$ cat config.mk
export PLATFORM = sky130hd
export DESIGN_NAME = rf_write_arbiter
export DESIGN_NICKNAME = d
export VERILOG_FILES = /design/src/rtl/rf_write_arbiter_pkg.sv /design/src/rtl/rf_write_arbiter_rr_arbiter.sv /design/src/rtl/rf_write_arbiter.sv
export SDC_FILE = /design/constraint.sdc
export NUM_CORES = 1
export LEC_CHECK = 0
export CAP_MARGIN = 30
export CORE_ASPECT_RATIO = 2
export CORE_UTILIZATION = 39
export CTS_CLUSTER_DIAMETER = 150
export CTS_CLUSTER_SIZE = 25
export DETAILED_ROUTE_END_ITERATION = 12
export PLACE_DENSITY = 0.82
export SLEW_MARGIN = 5
export SYNTH_ARGS = -nofsm -noshare
export SYNTH_HDL_FRONTEND = slang
export SYNTH_SLANG_ARGS = --single-unit
$ cat constraint.sdc
create_clock -name clk -period 2.88 [get_ports clk]
set_input_delay 0.576 -clock clk [delete_from_list [all_inputs] [get_ports clk]]
set_output_delay 0.576 -clock clk [all_outputs]
set_load 0.005 [all_outputs]
$ cat src/rtl/rf_write_arbiter_pkg.sv
// Shared types and constants for the register-file write arbiter.
// Optional feature macro used by the top: WB_BYPASS_EN (read-port forwarding).
package rf_pkg;

    localparam int REG_ADDR_W = 5;
    localparam int NUM_REGS   = 32;

    typedef enum logic {
        WB_IDLE  = 1'b0,
        WB_CLEAR = 1'b1
    } wb_state_e;

    // Cyclic increment of an index in 0..n-1.
    function automatic int wrap_inc(input int idx, input int n);
        int nxt;
        nxt = idx + 1;
        if (nxt >= n) begin
            nxt = 0;
        end else begin
            nxt = nxt;
        end
        return nxt;
    endfunction

endpackage

$ cat src/rtl/rf_write_arbiter_rr_arbiter.sv
// Combinational round-robin arbiter: grants the first asserted request
// found by searching cyclically upward from rr_ptr.
module rr_arbiter #(
    parameter int NUM_REQ = 3,
    parameter int IDX_W   = 2
) (
    input  logic [NUM_REQ-1:0] req,
    input  logic [IDX_W-1:0]   rr_ptr,
    output logic [NUM_REQ-1:0] grant,
    output logic [IDX_W-1:0]   grant_idx,
    output logic               grant_valid
);

    int idx_s;

    // Walk offsets from farthest to nearest so the nearest valid requester wins.
    always_comb begin
        grant       = '0;
        grant_idx   = '0;
        grant_valid = 1'b0;
        idx_s       = 0;
        for (int k = NUM_REQ - 1; k >= 0; k--) begin
            idx_s = (int'(rr_ptr) + k) % NUM_REQ;
            if (req[idx_s]) begin
                grant        = '0;
                grant[idx_s] = 1'b1;
                grant_idx    = IDX_W'(idx_s);
                grant_valid  = 1'b1;
            end else begin
                grant_valid = grant_valid;
            end
        end
    end

endmodule

$ cat src/rtl/rf_write_arbiter.sv
// Register-file write-port arbiter: round-robin sharing of the single write
// port among NUM_REQ writeback sources, with a registered output stage and a
// sequenced x1..x31 clear sweep.
// Optional macro WB_BYPASS_EN adds two combinational read-forwarding ports.
module rf_write_arbiter
    import rf_pkg::*;
#(
    parameter int WIDTH   = 32,
    parameter int NUM_REQ = 3
) (
    input  logic                        clk,
    input  logic                        rst,
    input  logic [NUM_REQ-1:0]          req_valid,
    input  logic [NUM_REQ*5-1:0]        req_addr,
    input  logic [NUM_REQ*WIDTH-1:0]    req_data,
    output logic [NUM_REQ-1:0]          req_ready,
    input  logic                        clear_req,
    output logic                        clear_busy,
    output logic [WIDTH-1:0]            rf_write_data,
    output logic [4:0]                  rf_write_addr,
    output logic                        rf_en
`ifdef WB_BYPASS_EN
    ,
    input  logic [4:0]                  rd_addr_a,
    input  logic [4:0]                  rd_addr_b,
    input  logic [WIDTH-1:0]            rd_data_a_in,
    input  logic [WIDTH-1:0]            rd_data_b_in,
    output logic [WIDTH-1:0]            rd_data_a,
    output logic [WIDTH-1:0]            rd_data_b
`endif
);

    localparam int IDX_W = (NUM_REQ > 1) ? $clog2(NUM_REQ) : 1;

    wb_state_e              state_r;
    logic [IDX_W-1:0]       rr_ptr_r;
    logic [REG_ADDR_W-1:0]  sweep_cnt_r;

    logic [NUM_REQ-1:0]     grant_s;
    logic [IDX_W-1:0]       grant_idx_s;
    logic                   grant_valid_s;
    logic                   accept_s;
    logic [REG_ADDR_W-1:0]  sel_addr_s;
    logic [WIDTH-1:0]       sel_data_s;

    rr_arbiter #(
        .NUM_REQ (NUM_REQ),
        .IDX_W   (IDX_W)
    ) u_rr_arbiter (
        .req         (req_valid),
        .rr_ptr      (rr_ptr_r),
        .grant       (grant_s),
        .grant_idx   (grant_idx_s),
        .grant_valid (grant_valid_s)
    );

    // Grants are only issued in idle, out of reset, and when no clear is starting.
    always_comb begin
        if (rst && (state_r == WB_IDLE) && !clear_req) begin
            accept_s = grant_valid_s;
        end else begin
            accept_s = 1'b0;
        end
    end

    assign req_ready = accept_s ? grant_s : '0;

    // One-hot AND-OR mux of the granted requester's address and data.
    always_comb begin
        sel_addr_s = '0;
        sel_data_s = '0;
        for (int i = 0; i < NUM_REQ; i++) begin
            sel_addr_s = sel_addr_s | ({REG_ADDR_W{grant_s[i]}} & req_addr[i*5 +: 5]);
            sel_data_s = sel_data_s | ({WIDTH{grant_s[i]}} & req_data[i*WIDTH +: WIDTH]);
        end
    end

    // Write FSM: output register, round-robin pointer and clear sweep counter.
    always_ff @(posedge clk or negedge rst) begin
        if (!rst) begin
            state_r       <= WB_IDLE;
            rr_ptr_r      <= '0;
            sweep_cnt_r   <= '0;
            clear_busy    <= 1'b0;
            rf_en         <= 1'b0;
            rf_write_addr <= 5'd0;
            rf_write_data <= '0;
        end else begin
            case (state_r)
                WB_IDLE: begin
                    if (clear_req) begin
                        state_r     <= WB_CLEAR;
                        sweep_cnt_r <= 5'd1;
                        clear_busy  <= 1'b1;
                        rf_en       <= 1'b0;
                    end else if (accept_s) begin
                        // x0 writes are consumed but never reach the register file.
                        rf_en         <= (sel_addr_s != 5'd0);
                        rf_write_addr <= sel_addr_s;
                        rf_write_data <= sel_data_s;
                        rr_ptr_r      <= IDX_W'(wrap_inc(int'(grant_idx_s), NUM_REQ));
                    end else begin
                        rf_en <= 1'b0;
                    end
                end
                WB_CLEAR: begin
                    rf_en         <= 1'b1;
                    rf_write_addr <= sweep_cnt_r;
                    rf_write_data <= '0;
                    if (sweep_cnt_r == 5'd31) begin
                        state_r     <= WB_IDLE;
                        clear_busy  <= 1'b0;
                        sweep_cnt_r <= 5'd0;
                    end else begin
                        sweep_cnt_r <= sweep_cnt_r + 5'd1;
                    end
                end
                default: begin
                    state_r    <= WB_IDLE;
                    clear_busy <= 1'b0;
                    rf_en      <= 1'b0;
                end
            endcase
        end
    end

`ifdef WB_BYPASS_EN
    // Forward the in-flight write to read port a when addresses match (never x0).
    always_comb begin
        if (rf_en && (rf_write_addr == rd_addr_a) && (rd_addr_a != 5'd0)) begin
            rd_data_a = rf_write_data;
        end else begin
            rd_data_a = rd_data_a_in;
        end
    end

    // Forward the in-flight write to read port b when addresses match (never x0).
    always_comb begin
        if (rf_en && (rf_write_addr == rd_addr_b) && (rd_addr_b != 5'd0)) begin
            rd_data_b = rf_write_data;
        end else begin
            rd_data_b = rd_data_b_in;
        end
    end
`endif

endmodule

# Word-level counts from Yosys, hierarchy flattened
# Index checks and enable logic that the tools add are counted.
[totals]
regBits = 47
latch_bits = 0
ramBits = 0
rom_bits = 0
in_bits = 117
out_inout_bits = 42
memories = 0
[classes]
add_sub_neg = 4
n_mul = 0
div_mod_pow = 3
order_cmp = 7
eq_ne = 5
shift = 0
muxes = 45
bitwise = 12
reduce_logical = 10
[op_table]
columns = ["operator", "count"]
rows = [
  ["$and A32 B32 Y32", 3],
  ["$ge A32 B1 Y1 const B", 3],
  ["$lt A32 B4 Y1 const B", 3],
  ["$mod A32 B3 Y32 const B", 2],
  ["$mux W32", 2],
  ["$or A32 B32 Y32", 2],
  ["$pmux W32 S2", 1],
  ["$mod A3 B3 Y32 const B", 1],
  ["$mux W5", 4],
  ["$pmux W5 S2", 2],
  ["$mux W1", 19],
  ["$and A5 B5 Y5", 3],
  ["$mux W3", 4],
  ["$or A5 B5 Y5", 2],
  ["$mux W2", 4],
  ["$add A2 B1 Y3 const B", 2],
  ["$bmux W1 S2", 3],
  ["$demux W1 S2", 3],
  ["$ne A2 B2 Y1 const B", 3],
  ["$pmux W1 S2", 3],
  ["$add A5 B1 Y5 const B", 1],
  ["$eq A5 B5 Y1 const B", 1],
  ["$logic_and A1 B1 Y1", 5],
  ["$reduce_bool A5 Y1", 1],
  ["other kinds (7)", 9],
]

# Depth between registers and ports, before layout
[depth]
depth_word = 16
ltp_mapped = 12
ltp_nobuf = 8

# Cells and area by module
# Synthesis repeated with hierarchy kept, for this count alone.
[hier_totals]
hier_cells = 273
area_unflattened_um2 = 2783.9
[by_module_without_submodules]
columns = ["module", "n_inst", "cells_per_inst", "area_each_um2", "seq_area_each_um2"]
rows = [
  ["rf_write_arbiter", 1, 228, 2438.6, 1176.1],
  ["rr_arbiter", 1, 45, 345.3, 0.0],
]

# Worst setup path after synthesis
# OpenSTA, ideal clock, no wires.
[synth_timing]
path_type = "register to output"
from = "reg rr_ptr_r[0]"
to = "out req_ready[0]"
t_arrival_ns = 2.081
t_required_ns = 2.304
setup_slack_ns = 0.223
path_stages_with_launch = 11
path_cell_list = "dfrtp_1 -> inv_1 -> ha_1 -> buf_2 -> nand2_1 -> a21oi_1 -> or4_1 -> buf_2 -> and2_4 -> buf_6 -> nor2b_1"
[synth_between]
elab_chain_cells = 10
[synth_rtl]
columns = ["element", "line_no", "rtl"]
rows = [
  ["from (decl)", "rf_write_arbiter.sv:36", "logic [IDX_W-1:0] rr_ptr_r;"],
  ["from (signal assigned)", "rf_write_arbiter.sv:101", "rr_ptr_r <= IDX_W'(wrap_inc(int'(grant_idx_s), NUM_REQ));"],
  ["$add A2 B2 Y3", "rf_write_arbiter_rr_arbiter.sv:23", "idx_s = (int'(rr_ptr) + k) % NUM_REQ;"],
  ["$mod A32 B3 Y32", "rf_write_arbiter_rr_arbiter.sv:23", ""],
  ["$ge A32 B1 Y1 (not written as such) (tied with other cells)", "rf_write_arbiter_rr_arbiter.sv:26", "grant[idx_s] = 1'b1;"],
  ["$logic_and A1 B1 Y1 (not written as such) / $mux W1 (equally long branches)", "rf_write_arbiter_rr_arbiter.sv:26, rf_write_arbiter_rr_arbiter.sv:24", ""],
  ["$mux W1, on equally long branches", "rf_write_arbiter_rr_arbiter.sv:26, rf_write_arbiter_rr_arbiter.sv:24", ""],
  ["$demux W1 S2 / $mux W1 (equally long branches)", "--", ""],
  ["$mux W3 / $mux W1 (equally long branches) (2 in series)", "rf_write_arbiter_rr_arbiter.sv:24", "if (req[idx_s]) begin"],
  ["$mux W3 / $mux W1 (equally long branches)", "rf_write_arbiter_rr_arbiter.sv:24, rf_write_arbiter.sv:59", ""],
  ["$mux W3 *", "rf_write_arbiter.sv:66", "assign req_ready = accept_s ? grant_s : '0;"],
  ["to (decl)", "rf_write_arbiter.sv:16", "output logic [NUM_REQ-1:0] req_ready,"],
]
# Every way passes the cells marked *; elsewhere a longest branch is shown, timed or not. The select of a mux whose other input is x is not followed.

# Final worst setup path
[layout_timing]
from = "reg rr_ptr_r[1]"
to = "out req_ready[0]"
# Same word-level chain as after synthesis.

==> flow_summary.ini <==
[setup_path]
r2r_start = rr_ptr_r[1]$_DFFE_PN0P_
ff2ff_setup_slack_ps = 260
path_max_fanout = 5
required_ps = 2300
critPathKind = register to primary output
cp-end-kind = primary output
r2r_cells = 11
crit_arrival_ps = 2240
worst_setup_path_start_kind = register
crit_start = rr_ptr_r[1]$_DFFE_PN0P_
r2r_end = rr_ptr_r[1]$_DFFE_PN0P_
slowest_stage = or4_4
path_cells = buf_6, inv_2, ha_4, buf_4, nand2b_4, a21oi_2, or4_4, and2_4, nor2b_1, buf_2
max_stage_delay_ps = 540

[logic_synthesis]
ys_types = 47
seq_area_frac_synth_pct = 42.06
synth_ff_type = dfrtp_1
syn_nets = 411
ys_seq_elements = 47
synth_area_um2 = 2796
synthCells = 289
async_reset_ff_share_pct = 100.0
synth.avg_cell_area_um2 = 9.676
synth-edff-count = 0
ys.warnings.count = 0

[sta]
rsz0062_at_grt = yes
skew_ps = 4.650
max_freq_mhz = 355.3
setup_viol = 0
fin_crit_ps = 2815
slew_viol_final = 0
worst_pin_slew_ps = 609.2
hold_slack_ps = 397.0
fin_crit_sh_pct = 97.74
timing.slew.headroom_pct = 59.38
hold_viol = 0

[clock_network]
cts_sinks = 47
cts_tree = yes
cts-root-buf = clkbuf_16
htree_levels = 2
clkTransAtPathRegs_ps = 60
clock_latency_ps = 290
numCtsBuffers = 5
cts_hold_buffers = 0
clockBufferDepth = 2

[floorplanning]
std_cell_rows = 43
initial_core_util_pct = 40.29
die-width_um = 61.88
dieArea_um2 = 7533
core-area_um2 = 6940
ios = 159
die_y_um = 121.8

[drt]
vias = 3234
wl_per_cell_um = 19.10
avgViaCountPerCell = 5.734
first_iter_violations = 181
met3_length_um = 471
drc = 0
top_layer_used = met4
firstDrtPassIters = 8
totalWireLength_mm = 10.77
dr_wl_met2_mm = 6.138
ant_nets = 0
wl_met1_mm = 3.859

[global_routing]
track_usage_pct = 28.70
grt_first_pass_wirelength_mm = 15.63
antenna_found_initial = 0
first_global_vias = 3125
grt_max_degree = 48
grt_overflow = 0

[worst_hold_path]
hold_path.class = primary input to asynchronous set/reset pin

[pwr]
powerDensity_nw_per_um2 = 735.4
finalPower_mw = 3.636
p_leak_nw = 2.068
ir_drop_mv = 0.6928

[job]
maxCapViolations = 0

[run_status]
outcome = complete, no violations

[placement]
gp_congestion = 0.9003
portBuffers = 158
dp_hpwl_mm = 8.054

[layout]
nets = 595
fillCellCount = 541
post-route-util_pct = 71.25
areaGrowthSynthToFinish_pct = 76.82
antennaDiodeCount = 0
layout-drive-gt1-share_pct = 17.93
-- stage by stage --
stage | area [um2] | setup WS, ps | instances | TNS [ps]
after floorplan | 2796 | 222.8 | 289 | 0
final | 4945 | 65.12 | 564 | 0
after global routing | 4945 | -23.94 | 564 | -39.66
after global placement | 4646 | -404.3 | 549 | -2407
after detailed placement | 4646 | -436.2 | 549 | -4157
after CTS | 4882 | 23.56 | 560 | 0
-- how the worst max path moves through the flow --
stage,to,slack (ps),depth (start not counted)
CTS,req_ready[1],20,7
global placement,req_ready[1],-400,7
finish,req_ready[0],70,10
floorplan,req_ready[0],220,10
global route,req_ready[2],-20,11
detailed placement,req_ready[0],-440,8
-- state kept, by name, indices dropped and copies added (netlist names) --
name and flops:
rr_ptr_r 2, rf_write_data 32, clear_busy 1, rf_write_addr 5
state_r 1, rf_en 1, sweep_cnt_r 5
-- report_power, final --
group | switching (mW) | internal [mW]
clock network | 0.250 | 0.322
logic | 1.09 | 1.11
registers | 0.0883 | 0.781
total | 1.43 | 2.21
-- metal layers --
metal | track usage (%) | vias to the layer above
met3 | 4.352 | 21
met1 | 31.18 | 1574
met4 | 10.83 | 0
met5 | 0 | -
li1 | - | 1496
met2 | 52.76 | 143
-- layout by cell type, fill, tap and decap left out, types with 5 or more instances in the layout --
master           count
a222oi_1            10
a221o_1             26
buf_6                6
nand2b_1             5
inv_1                8
o21ai_1              7
nor2_1              31
clkbuf_16            5
buf_4               45
clkdlybuf4s50_1    151
o221ai_1             5
nor2b_1              6
dfrtp_1             47
nand2_1             22
o21ai_0              5
a32oi_1             26
-- critical path: cells and delay by family, from the launching register on --
family	cells	cell delay, ps
adders and majority gates	1	160
and+or+nand+nor	4	880
DFF	1	420
buffers and inverters	4	450
AOI/OAI and AO/OA	1	40
-- logic make-up after synthesis --
family / Yosys count / synth area share (%)
AOI/OAI and AO/OA: 106 / 31.81
and+or+nand+nor: 84 / 14.54
DFF: 47 / 42.06
buffers and inverters: 42 / 7.606
adders and majority gates: 5 / 2.237
muxes: 3 / 1.119
xor gates and xnor gates: 2 / 0.6265
-- timing repair --
item	in CTS	in global routing
resized for setup	28	11
buffers inserted	3	4
setup endpoints to repair	3	3
pin swaps	9	8
-- synth_stat cells (2+ instances only) --
master    number  share of area, %
a21oi_1        6               1.1
a221o_1       26               9.3
a221oi_1       3              0.94
a222oi_1      10               3.6
a311oi_1       2              0.63
a32oi_1       26               8.1
and3_1         2              0.45
buf_1          2              0.27
buf_2          8               1.4
buf_4          4               1.1
buf_6          4               1.6
clkbuf_1      14               1.9
dfrtp_1       47                42
ha_1           5               2.2
inv_1         10               1.3
mux2i_1        2              0.72
nand2_1       22               3.0
nand2b_1       7               1.6
nor2_1        31               4.2
nor2b_1        9               2.0
o21a_1         3              0.81
o21ai_0        5              0.89
o21ai_1        8               1.4
o221ai_1       5               1.6
o31ai_1        2              0.54
o32ai_1        2              0.63
or2_2          2              0.45
or3b_1         2              0.63
xnor2_1        2              0.63
-- layout make-up --
class	count	area, um2	share of cell area (%)
multi-input cells	200	1508	30.49
clock buffers	5	125.1	2.530
flip-flops and latches	47	1176	23.79
repair buffers	209	1967	39.78
well taps	90	112.6	2.277
inverters	10	37.54	0.7591
clock inverters	3	18.77	0.3796
Note: power is estimated with default switching activity, not from simulation.
